### src/rtl/prime_collector_if.sv
// Handshake bundle between the prime checker stream, the prime_collector FIFO
// and the downstream reader of buffered primes.
interface prime_collector_if #(
    parameter int DATA_W = 8
);
    logic              in_valid;
    logic [DATA_W-1:0] in_number;
    logic              in_prime;
    logic              out_valid;
    logic              out_ready;
    logic [DATA_W-1:0] out_number;

    modport master (
        output in_valid, in_number, in_prime, out_ready,
        input  out_valid, out_number
    );

    modport slave (
        input  in_valid, in_number, in_prime, out_ready,
        output out_valid, out_number
    );
endinterface

### src/rtl/prime_collector.sv
// Buffers prime results from the checker stream in a show-ahead FIFO and keeps
// saturating candidate / prime / drop statistics.
module prime_collector #(
    parameter int DATA_W = 8,
    parameter int DEPTH  = 8,
    parameter int CNT_W  = 16
) (
    input  logic                     clk,
    input  logic                     rst,
    prime_collector_if.slave         bus,
    output logic [$clog2(DEPTH):0]   fifo_level,
    output logic [CNT_W-1:0]         cand_count,
    output logic [CNT_W-1:0]         prime_count,
    output logic [7:0]               drop_count
);
    localparam int PTR_W = $clog2(DEPTH);
    localparam int LVL_W = PTR_W + 1;

    logic [DATA_W-1:0] mem_r [DEPTH];
    logic [PTR_W-1:0]  wr_ptr_r;
    logic [PTR_W-1:0]  rd_ptr_r;
    logic [LVL_W-1:0]  level_r;
    logic [LVL_W-1:0]  level_nxt_s;
    logic              valid_r;
    logic [CNT_W-1:0]  cand_r;
    logic [CNT_W-1:0]  prime_r;
    logic [7:0]        drop_r;
    logic              push_req_s;
    logic              pop_s;
    logic              accept_s;
    logic              drop_s;

    // Handshake decode; a full FIFO still accepts when the head leaves this cycle.
    always_comb begin
        push_req_s  = bus.in_valid & bus.in_prime;
        pop_s       = valid_r & bus.out_ready;
        accept_s    = push_req_s & ((level_r < LVL_W'(DEPTH)) | pop_s);
        drop_s      = push_req_s & ~accept_s;
        level_nxt_s = level_r;
        if (accept_s && !pop_s) begin
            level_nxt_s = level_r + LVL_W'(1);
        end else if (pop_s && !accept_s) begin
            level_nxt_s = level_r - LVL_W'(1);
        end else begin
            level_nxt_s = level_r;
        end
    end

    // Storage, pointers, occupancy and saturating statistics.
    always_ff @(posedge clk) begin
        if (rst) begin
            for (int i = 0; i < DEPTH; i++) begin
                mem_r[i] <= '0;
            end
            wr_ptr_r <= '0;
            rd_ptr_r <= '0;
            level_r  <= '0;
            valid_r  <= 1'b0;
            cand_r   <= '0;
            prime_r  <= '0;
            drop_r   <= 8'd0;
        end else begin
            if (accept_s) begin
                mem_r[wr_ptr_r] <= bus.in_number;
                wr_ptr_r        <= wr_ptr_r + PTR_W'(1);
            end
            if (pop_s) begin
                rd_ptr_r <= rd_ptr_r + PTR_W'(1);
            end
            level_r <= level_nxt_s;
            valid_r <= (level_nxt_s != LVL_W'(0));
            if (bus.in_valid && (cand_r != {CNT_W{1'b1}})) begin
                cand_r <= cand_r + CNT_W'(1);
            end
            if (push_req_s && (prime_r != {CNT_W{1'b1}})) begin
                prime_r <= prime_r + CNT_W'(1);
            end
            if (drop_s && (drop_r != 8'd255)) begin
                drop_r <= drop_r + 8'd1;
            end
        end
    end

    assign bus.out_valid  = valid_r;
    assign bus.out_number = mem_r[rd_ptr_r];
    assign fifo_level     = level_r;
    assign cand_count     = cand_r;
    assign prime_count    = prime_r;
    assign drop_count     = drop_r;
endmodule

### src/flat_wrapper.sv
// flat-port wrapper written by rule: the top's interface ports become plain ports
module prime_collector_flat 
#(
    parameter int DATA_W = 8,
    parameter int DEPTH  = 8,
    parameter int CNT_W  = 16
)
  (clk, rst, fifo_level, cand_count, prime_count, drop_count, bus_in_valid, bus_in_number, bus_in_prime, bus_out_ready, bus_out_valid, bus_out_number);
  prime_collector_if #(.DATA_W(DATA_W)) bus_i ();
  input  logic clk;
  input  logic rst;
  output logic [$clog2(DEPTH):0] fifo_level;
  output logic [CNT_W-1:0] cand_count;
  output logic [CNT_W-1:0] prime_count;
  output logic [7:0] drop_count;
  input wire logic [$bits(bus_i.in_valid)-1:0] bus_in_valid;
  input wire logic [$bits(bus_i.in_number)-1:0] bus_in_number;
  input wire logic [$bits(bus_i.in_prime)-1:0] bus_in_prime;
  input wire logic [$bits(bus_i.out_ready)-1:0] bus_out_ready;
  output wire logic [$bits(bus_i.out_valid)-1:0] bus_out_valid;
  output wire logic [$bits(bus_i.out_number)-1:0] bus_out_number;
  assign bus_i.in_valid = bus_in_valid;
  assign bus_i.in_number = bus_in_number;
  assign bus_i.in_prime = bus_in_prime;
  assign bus_i.out_ready = bus_out_ready;
  assign bus_out_valid = bus_i.out_valid;
  assign bus_out_number = bus_i.out_number;
  prime_collector #(.DATA_W(DATA_W), .DEPTH(DEPTH), .CNT_W(CNT_W)) u_core (.clk(clk), .rst(rst), .bus(bus_i), .fifo_level(fifo_level), .cand_count(cand_count), .prime_count(prime_count), .drop_count(drop_count));
endmodule
### config.mk
export PLATFORM = sky130hd
export DESIGN_NAME = prime_collector_flat
export DESIGN_NICKNAME = d
export VERILOG_FILES = /design/src/rtl/prime_collector_if.sv /design/src/rtl/prime_collector.sv /design/src/flat_wrapper.sv
export SDC_FILE = /design/constraint.sdc
export NUM_CORES = 1
export LEC_CHECK = 0
export ABC_AREA = 1
export CAP_MARGIN = 25
export CELL_PAD_IN_SITES_DETAIL_PLACEMENT = 1
export CELL_PAD_IN_SITES_GLOBAL_PLACEMENT = 2
export CORE_ASPECT_RATIO = 0.5
export CORE_MARGIN = 1
export CORE_UTILIZATION = 40
export CTS_CLUSTER_SIZE = 20
export DETAILED_ROUTE_END_ITERATION = 8
export DONT_BUFFER_PORTS = 1
export GPL_ROUTABILITY_DRIVEN = 1
export PLACE_DENSITY = 0.91
export SYNTH_ARGS = -nofsm -noshare
export SYNTH_HDL_FRONTEND = slang
export SYNTH_SLANG_ARGS = --single-unit
### constraint.sdc
create_clock -name clk -period 3.05 [get_ports clk]
set_clock_uncertainty 0.1 [all_clocks]
set_input_delay 0.305 -clock clk [delete_from_list [all_inputs] [get_ports clk]]
set_output_delay 0.305 -clock clk [all_outputs]
set_load 0.02 [all_outputs]
==> impl_metrics.csv, run 1 <==
group,metric,value,unit
drt,dr.first_iter.drc_count,250,
placement,gp_congestion,0.805,
grt,antenna_found_initial,0,
power,vdd_drop_max,0.000294,V
drt,num_vias,4918,
sta,fin_setup_tns,0,ns
drt,routed_wl,16700,microns
synthesis,ys_seq_elements,118,
synthesis,postSynthCellCount,731,
sta,final-setup-viol-count,0,
cells_and_area,drive_gt1_frac,0.0735,
die,dieArea,0.0149,sq mm
synthesis,yosysSeqAreaShare,0.521,
sta,rsz0062_at_grt,"no",
clock_tree,cts_buffer_depth,2,
setup_path,crit_type,"reg -> out",
cells_and_area,layout_common_cells,"nor2_1 (188), nand2_1 (169), edfxtp_1 (64)",
die,io_pins,66,
setup_path,crit_chain,"inv_1, nor2_1, o21ai_0, a31oi_1",
sta,finalCriticalPeriod,2.60,ns
cells_and_area,syn2layout_area_growth,13.8,%
sta,relSlewSlack,0.555,
die,start_util,0.417,
setup_path,cpLargestDelayFamily,"flip-flops",
die,dieWidth,172,microns
drt,drtPass1Iterations,4,
grt,grt_pass1_wl,26500,microns
synthesis,yosys_warnings,0,
setup_path,cpMaxStageDelayCell,"dfxtp_1",
synthesis,ys_types,31,
setup_path,cp-end-kind,"output port",
power,leakagePower,2.49,nW
drt,viasPerCell,5.23,
cells_and_area,fillers,1726,
clock_tree,htreeDepth,4,
clock_tree,clk_root_buffer_cell,"clkbuf_16",
sta,period_share,0.854,
synthesis,synth_top_area_cell,"edfxtp_1",
sta,fmax,384,MHz
worst_hold_path,min_path_type,"in -> reg",
power,power_density,648,mW/mm^2
setup_path,cp_max_fo,17,
sta,hold_violations,0,
synthesis,synthesis.nets,751,
grt,grt_overflow,0,
cells_and_area,final_common_cell,"nor2_1",
clock_tree,clk_latency,0.41,ns
drt,drc,0,
sta,tightest_slew,0.667,ns
grt,grt_max_degree,36,
sta,drv_slew,0,
status,status,"finished, final reports clean",
die,fp.dieH,86.9,microns
synthesis,synth_area,0.00577,sq mm
clock_tree,postCtsSetupRepairBufs,0,
placement,portBuffers,0,
synthesis,yosys-top-cells-area,"edfxtp_1 (33%), dfxtp_1 (19%), nor2_1 (12%), nand2_1 (11%), o21ai_0 (4.2%)",
synthesis,avgSynthCellArea,7.89,sq um
clock_tree,clock_sinks,118,
sta,fin_hold_ws,0.0543,ns
placement,dp_cells,906,
drt,wl_per_cell,17.7,microns
grt,track_usage,0.236,
die,rows,30,
setup_path,crit_arrival,2.20,ns
drt,postRouteAntennaNets,0,
clock_tree,cts_tree,"built",
run,drv_cap,0,
grt,grt_pass1_vias,4937,
synthesis,synth_top_area_share,0.333,
placement,dp_hpwl,11800,microns
setup_path,cp.required,2.64,ns
clock_tree,clk_pin_slew,0.06,ns
cells_and_area,instances_no_fill,940,
setup_path,worst_setup_path_start_kind,"flip-flop",
setup_path,critPathBufInv,1,
cells_and_area,nets,755,
setup_path,cpPeakStageDelay,0.66,ns
clock_tree,numCtsBuffers,17,
die,core,0.0138,sq mm
cells_and_area,antennaDiodeCount,0,
path summary, 6_finish.rpt:
path,slack (ns),cells past startpoint,from,end
setup reg to reg,0.82,7,u_core.cand_count[0],u_core.cand_count[5]
setup / recovery,0.45,4,flip-flop,bus_out_number[6]
hold reg to reg,0.37,2,u_core.rd_ptr_r[2],flip-flop
hold / removal,0.05,3,bus_in_valid,u_core.cand_count[10]
cells in the mapped netlist:
master,count
inv_2,1
nand2_2,6
buf_6,2
a21oi_2,1
a21oi_1,34
dfxtp_1,54
ha_1,7
nand4_1,9
o21ai_1,1
xnor2_1,11
buf_4,1
nor3_1,4
nand2_4,1
o22ai_1,8
o21ai_0,48
o21ai_2,1
nand2_1,169
nand3_1,24
inv_1,54
nand4_2,1
nor2_1,188
clkbuf_1,15
nand3_2,4
nor3_4,1
clkinv_1,2
xor2_1,6
edfxtp_1,64
nor2_2,3
a31oi_1,8
a21boi_2,1
buf_2,2
through the flow:
stage | instance area [sq um] | util | total power [W] | setup WS, ns
final | 6560 | 0.475 | 0.00425 | 0.447
after global routing | 6560 | 0.475 | 0.00440 | 0.240
after CTS | 6560 | 0.475 | 0.00429 | 0.412
after detailed placement | 5930 | 0.430 | 0.00223 | 0.778
after global placement | 5930 | 0.430 | 0.00222 | 0.850
after floorplan | 5770 | - | 0.00212 | 1.21
flip-flops by register name (all words and copies together) (netlist names), named ones only:
| signal | flops |
|---|---|
| u_core.bus.out_valid | 1 |
| u_core.rd_ptr_r | 3 |
| u_core.wr_ptr_r | 3 |
| u_core.mem_r | 64 |
| u_core.drop_count | 8 |
| u_core.prime_count | 16 |
| u_core.fifo_level | 4 |
| u_core.cand_count | 16 |
per-layer routing:
layer  global-route usage  vias to the layer above  wire (microns)
met1                0.320                     2419            7980
met3               0.0554                       12             830
met2                0.378                       84            7730
li1                     -                     2403               -
met5                    0                        -               0
met4               0.0716                        0             127
worst min-delay path, cell delays in order:
cell	delay [ns]
nand4_1	0.09
nor2_1	0.05
nor2_1	0.08
repair_timing:
action                                 4_1_cts  5_1_grt
resized for setup                            0        0
hold buffers                                 2        0
endpoints found under the hold margin       36        0
report_power, final:
group / leakage, nW / switching (W) / internal (W)
logic: 1.11 / 0.000296 / 0.000108
clock network: 0.286 / 0.000807 / 0.00123
registers: 1.10 / 0.0000731 / 0.00173
logic make-up after synthesis:
group                      after synthesis  share of synthesized area
AOI/OAI and AO/OA                      102                     0.0944
xor gates and xnor gates                17                     0.0258
adders and majority gates                7                     0.0152
buffers and inverters                   77                     0.0538
DFF                                    118                      0.521
and+or+nand+nor                        410                      0.290
cell type report:
cell class | instances | area (sq um) | share of cell area
clock buffer | 18 | 429 | 0.0654
clock inverter | 14 | 168 | 0.0256
inverter | 57 | 214 | 0.0326
multi-input combinational | 536 | 2450 | 0.374
sequential | 118 | 3000 | 0.458
tap | 192 | 240 | 0.0366
timing repair buffer | 5 | 52.6 | 0.00801
Note: power is estimated with default switching activity, not from simulation.
==> inputs of run 2 (changes only) <==
Settings changed: CELL_PAD_IN_SITES_DETAIL_PLACEMENT 1 to unset, CELL_PAD_IN_SITES_GLOBAL_PLACEMENT 2 to unset, CORE_UTILIZATION 40 to 55, HOLD_SLACK_MARGIN set to 0.15, PLACE_DENSITY 0.91 to 0.77.
==> impl_metrics.csv, run 2 (synthesis results as in run 1) <==
group,metric,value,unit
die,start_util,0.589,
drt,routed_wl,14000,microns
setup_path,cp_max_fo,32,
clock_tree,numCtsBuffers,17,
cells_and_area,largest_reg_flops,64,
cells_and_area,regArea,0.00300,sq mm
sta,rsz0062_at_grt,"no",
cells_and_area,instances_no_fill,883,
placement,portBuffers,0,
drt,viasPerCell,5.54,
clock_tree,cts_tree,"built",
die,io_pins,66,
cells_and_area,fillers,792,
drt,dr.first_iter.drc_count,300,
clock_tree,postCtsSetupRepairBufs,0,
clock_tree,clk_pin_slew,0.06,ns
grt,grt_pass1_vias,4378,
placement,placed_cell_area,0.00585,sq mm
sta,hold_violations,0,
grt,grt_max_degree,36,
drt,postRouteAntennaNets,0,
sta,fin_setup_tns,0,ns
drt,num_vias,4891,
cells_and_area,drive_gt1_frac,0.0722,
cells_and_area,multi_input_area,0.00245,sq mm
cells_and_area,antennaDiodeCount,0,
die,dieArea,0.0109,sq mm
status,status,"finished, final reports clean",
run,drv_cap,0,
drt,wl_per_cell,15.9,microns
setup_path,crit_arrival,2.26,ns
grt,track_usage,0.269,
setup_path,regToRegSetupSlack,0.39,ns
power,power_density,671,mW/mm^2
sta,relSlewSlack,0.483,
cells_and_area,fin_area,0.00655,sq mm
sta,drv_slew,0,
cells_and_area,nets,756,
sta,finalCriticalPeriod,2.67,ns
grt,antenna_found_initial,0,
die,core,0.00979,sq mm
grt,grt_pass1_wl,22000,microns
setup_path,cp-end-kind,"output port",
die,fp.dieH,74.4,microns
worst_hold_path,min_path_type,"in -> reg",
cells_and_area,layout_common_cells,"nor2_1 (188), nand2_1 (169), edfxtp_1 (64)",
clock_tree,clk_latency,0.42,ns
sta,tightest_slew,0.775,ns
placement,dp_cells,848,
setup_path,crit_type,"reg -> out",
clock_tree,clk_root_buffer_cell,"clkbuf_16",
power,vdd_drop_max,0.000442,V
cells_and_area,syn2layout_area_growth,13.6,%
clock_tree,cts_buffer_depth,2,
die,dieWidth,147,microns
cells_and_area,regMostFlops,"u_core.mem_r",
grt,grt_overflow,0,
die,rows,25,
placement,gp_congestion,0.873,
sta,fmax,375,MHz
drt,drc,0,
cells_and_area,final_common_cell,"nor2_1",
setup_path,cp.required,2.64,ns
sta,period_share,0.874,
power,leakagePower,2.53,nW
sta,final-setup-viol-count,0,
setup_path,worst_setup_path_start_kind,"flip-flop",
clock_tree,clock_sinks,118,
placement,dp_hpwl,9340,microns
drt,drtPass1Iterations,5,
clock_tree,htreeDepth,4,
==> run 2: changes by cell type in the layout (fill, tap and decap cells not counted) <==
cell           delta
clkinv_2          +1
inv_8             -2
dlygate4sd3_1     +2
clkbuf_1          -1
bufinv_16         +3
clkinvlp_4        -1
buf_4             -1
inv_6             -1
==> run 2: stage by stage <==
step                setup WS (ns)  hold WS [ns]  utilization  power, W
CTS                         0.400         0.174        0.669   0.00441
floorplan                    1.21         0.333            -   0.00212
global route                0.223         0.191        0.669   0.00453
global placement            0.832         0.273        0.598   0.00220
finish                      0.384         0.187        0.669   0.00440
detailed placement          0.850         0.276        0.598   0.00221
==> run 2: cell type report <==
class	count	share of cell area
Timing Repair Buffer	6	0.00993
Sequential cell	118	0.458
Multi-Input combinational cell	536	0.374
Clock buffer	17	0.0649
Clock inverter	14	0.0342
Inverter	57	0.0326
Tap cell	135	0.0258
==> run 2: power breakdown <==
group / switching, W / internal (W)
combinational: 0.000281 / 0.000105
clock: 0.000751 / 0.00146
sequential: 0.0000718 / 0.00174
==> run 2: worst paths after layout <==
check	to	start	depth (start not counted)
worst max register to register	u_core.cand_count[11]	u_core.cand_count[0]	8
worst max-delay path	bus_out_number[5]	flip-flop	5
worst min-delay path	u_core.rd_ptr_r[0]	bus_out_ready	3
worst min register to register	flip-flop	u_core.rd_ptr_r[2]	2
==> run 2: critical path: stages, from the launching register on <==
cell	delay [ns]
dfxtp_1	0.31
inv_1	0.57
o21ai_0	0.20
o22ai_1	0.28
nor2_1	0.07
a31oi_1	0.42
==> run 2: metal layers <==
| layer | wire length, microns | track usage |
|---|---|---|
| met1 | 6160 | 0.348 |
| met2 | 6300 | 0.432 |
| met3 | 1220 | 0.0730 |
| met4 | 312 | 0.123 |
| met5 | 0 | 0 |
==> run 2: what timing repair did <==
item                       4_1_cts  5_1_grt
hold endpoints to repair        38        0
hold buffers                     4        0
setup endpoints to repair        0        0
resized for setup                0        0
==> inputs of run 3 (changes only) <==
Settings changed: MAX_ROUTING_LAYER set to met4.
==> impl_metrics.csv, run 3 (synthesis results as in run 1) <==
group,metric,value,unit
die,core,0.00979,sq mm
sta,finalCriticalPeriod,2.67,ns
power,power_density,634,mW/mm^2
drt,routed_wl,13800,microns
power,finalPower,0.00410,W
die,dieArea,0.0109,sq mm
clock_tree,clock_sinks,118,
clock_tree,clk_pin_slew,0.06,ns
grt,grt_overflow,0,
die,dieWidth,147,microns
clock_tree,htreeDepth,4,
setup_path,crit_type,"reg -> reg",
cells_and_area,layout_common_cells,"nor2_1 (188), nand2_1 (169), edfxtp_1 (64)",
die,fp.dieH,74.4,microns
grt,grt_max_degree,36,
run,drv_cap,0,
drt,drc,0,
worst_hold_path,min_to,"u_core.rd_ptr_r[0]",
status,status,"finished, final reports clean",
clock_tree,clk_root_buffer_cell,"clkbuf_16",
cells_and_area,largest_reg_flops,64,
cells_and_area,final_common_cell,"nor2_1",
setup_path,cp.required,3.30,ns
clock_tree,numCtsBuffers,17,
cells_and_area,syn2layout_area_growth,12.3,%
sta,fin_setup_tns,0,ns
setup_path,regToRegSetupSlack,0.38,ns
clock_tree,cts_buffer_depth,2,
clock_tree,clk_latency,0.41,ns
drt,wl_per_cell,15.6,microns
drt,viasPerCell,5.52,
placement,gp_congestion,0.897,
grt,grt_pass1_vias,4325,
sta,relSlewSlack,0.504,
placement,portBuffers,0,
cells_and_area,regMostFlops,"u_core.mem_r",
setup_path,cp-end-kind,"flip-flop",
grt,grt_pass1_wl,21800,microns
cells_and_area,drive_gt1_frac,0.0721,
worst_hold_path,min_path_type,"in -> reg",
setup_path,r2r-end,"u_core.cand_count[11]",
setup_path,crit_arrival,2.92,ns
setup_path,cp_max_fo,13,
setup_path,timing.rr.start,"u_core.cand_count[0]",
worst_hold_path,hold_depth,3,
sta,fmax,375,MHz
sta,hold_violations,0,
die,io_pins,66,
sta,period_share,0.874,
die,rows,25,
setup_path,reg2reg_depth,8,
cells_and_area,nets,756,
sta,final-setup-viol-count,0,
drt,postRouteAntennaNets,0,
placement,place_ws,0.905,ns
sta,rsz0062_at_grt,"no",
sta,drv_slew,0,
placement,dp_hpwl,9280,microns
cells_and_area,antennaDiodeCount,0,
drt,drtPass1Iterations,5,
worst_hold_path,worstHoldStart,"bus_out_ready",
clock_tree,cts_tree,"built",
power,leakagePower,2.48,nW
cells_and_area,fillers,796,
setup_path,worst_setup_path_start_kind,"flip-flop",
grt,antenna_found_initial,0,
drt,dr.first_iter.drc_count,363,
sta,final.setup.worst_slack,0.384,ns
drt,num_vias,4880,
sta,tightest_slew,0.743,ns
power,vdd_drop_max,0.000457,V
grt,track_usage,0.272,
die,start_util,0.589,
run 3: changes by cell type in the layout (fill, tap and decap cells not counted), sizes merged:
cell      previous run  this run
bufinv               5         1
clkinv               6         7
clkinvlp             1         3
inv                 59        61
run 3: power breakdown:
part	switching [W]	leakage [nW]	internal, W	total (W)
Combinational	0.000279	1.11	0.000105	0.000385
Clock	0.000778	0.269	0.00114	0.00191
Sequential	0.0000710	1.10	0.00174	0.00181
Total	0.00113	2.48	0.00298	0.00410
run 3: final cells by class:
cell class	count	area, sq um	area share
sequential	118	3000	0.464
multi-input combinational	536	2450	0.379
clock buffer	17	425	0.0657
inverter	57	214	0.0330
tap	135	169	0.0261
clock inverter	15	144	0.0222
timing repair buffer	6	65.1	0.0101
run 3: worst max-delay path: stages, from the launching register on:
cell	delay [ns]
dfxtp_1	0.55
ha_1	0.30
inv_1	0.07
nor2_2	0.13
nand3_2	0.12
a21boi_2	0.52
nand2_1	0.15
a21oi_2	0.14
dlygate4sd3_1	0.54
run 3: what timing repair did:
item	4_1_cts	5_1_grt
buffers inserted	0	0
endpoints found under the hold margin	38	0
resized for setup	0	0
hold buffers	4	0
run 3: layer usage:
metal	routed length (microns)	vias up	track usage	share of wire
li1	-	2398	-	-
met1	6140	2258	0.343	0.44
met2	6200	199	0.423	0.45
met3	1260	25	0.0791	0.091
met4	203	0	0.0914	0.015
met5	0	-	-	0
run 3: metrics by stage:
stage	util	hold WS [ns]	instances	instance area [sq um]
global placement	0.598	0.272	848	5850
CTS	0.661	0.175	884	6470
finish	0.661	0.176	884	6470
detailed placement	0.598	0.274	848	5850
global route	0.661	0.192	884	6470
floorplan	-	0.333	731	5770
run 3: worst max path at each step:
stage | endpoint | start | cells after the start
6_report | u_core.cand_count[11] | u_core.cand_count[0] | 8
5_1_grt | u_core.cand_count[11] | u_core.cand_count[0] | 8
4_1_cts | u_core.cand_count[11] | u_core.cand_count[0] | 8
3_5_place_dp | bus_out_number[0] | flip-flop | 5
3_3_place_gp | bus_out_number[0] | flip-flop | 5
2_1_floorplan | u_core.mem_r[1][0] | u_core.bus.out_valid | 6
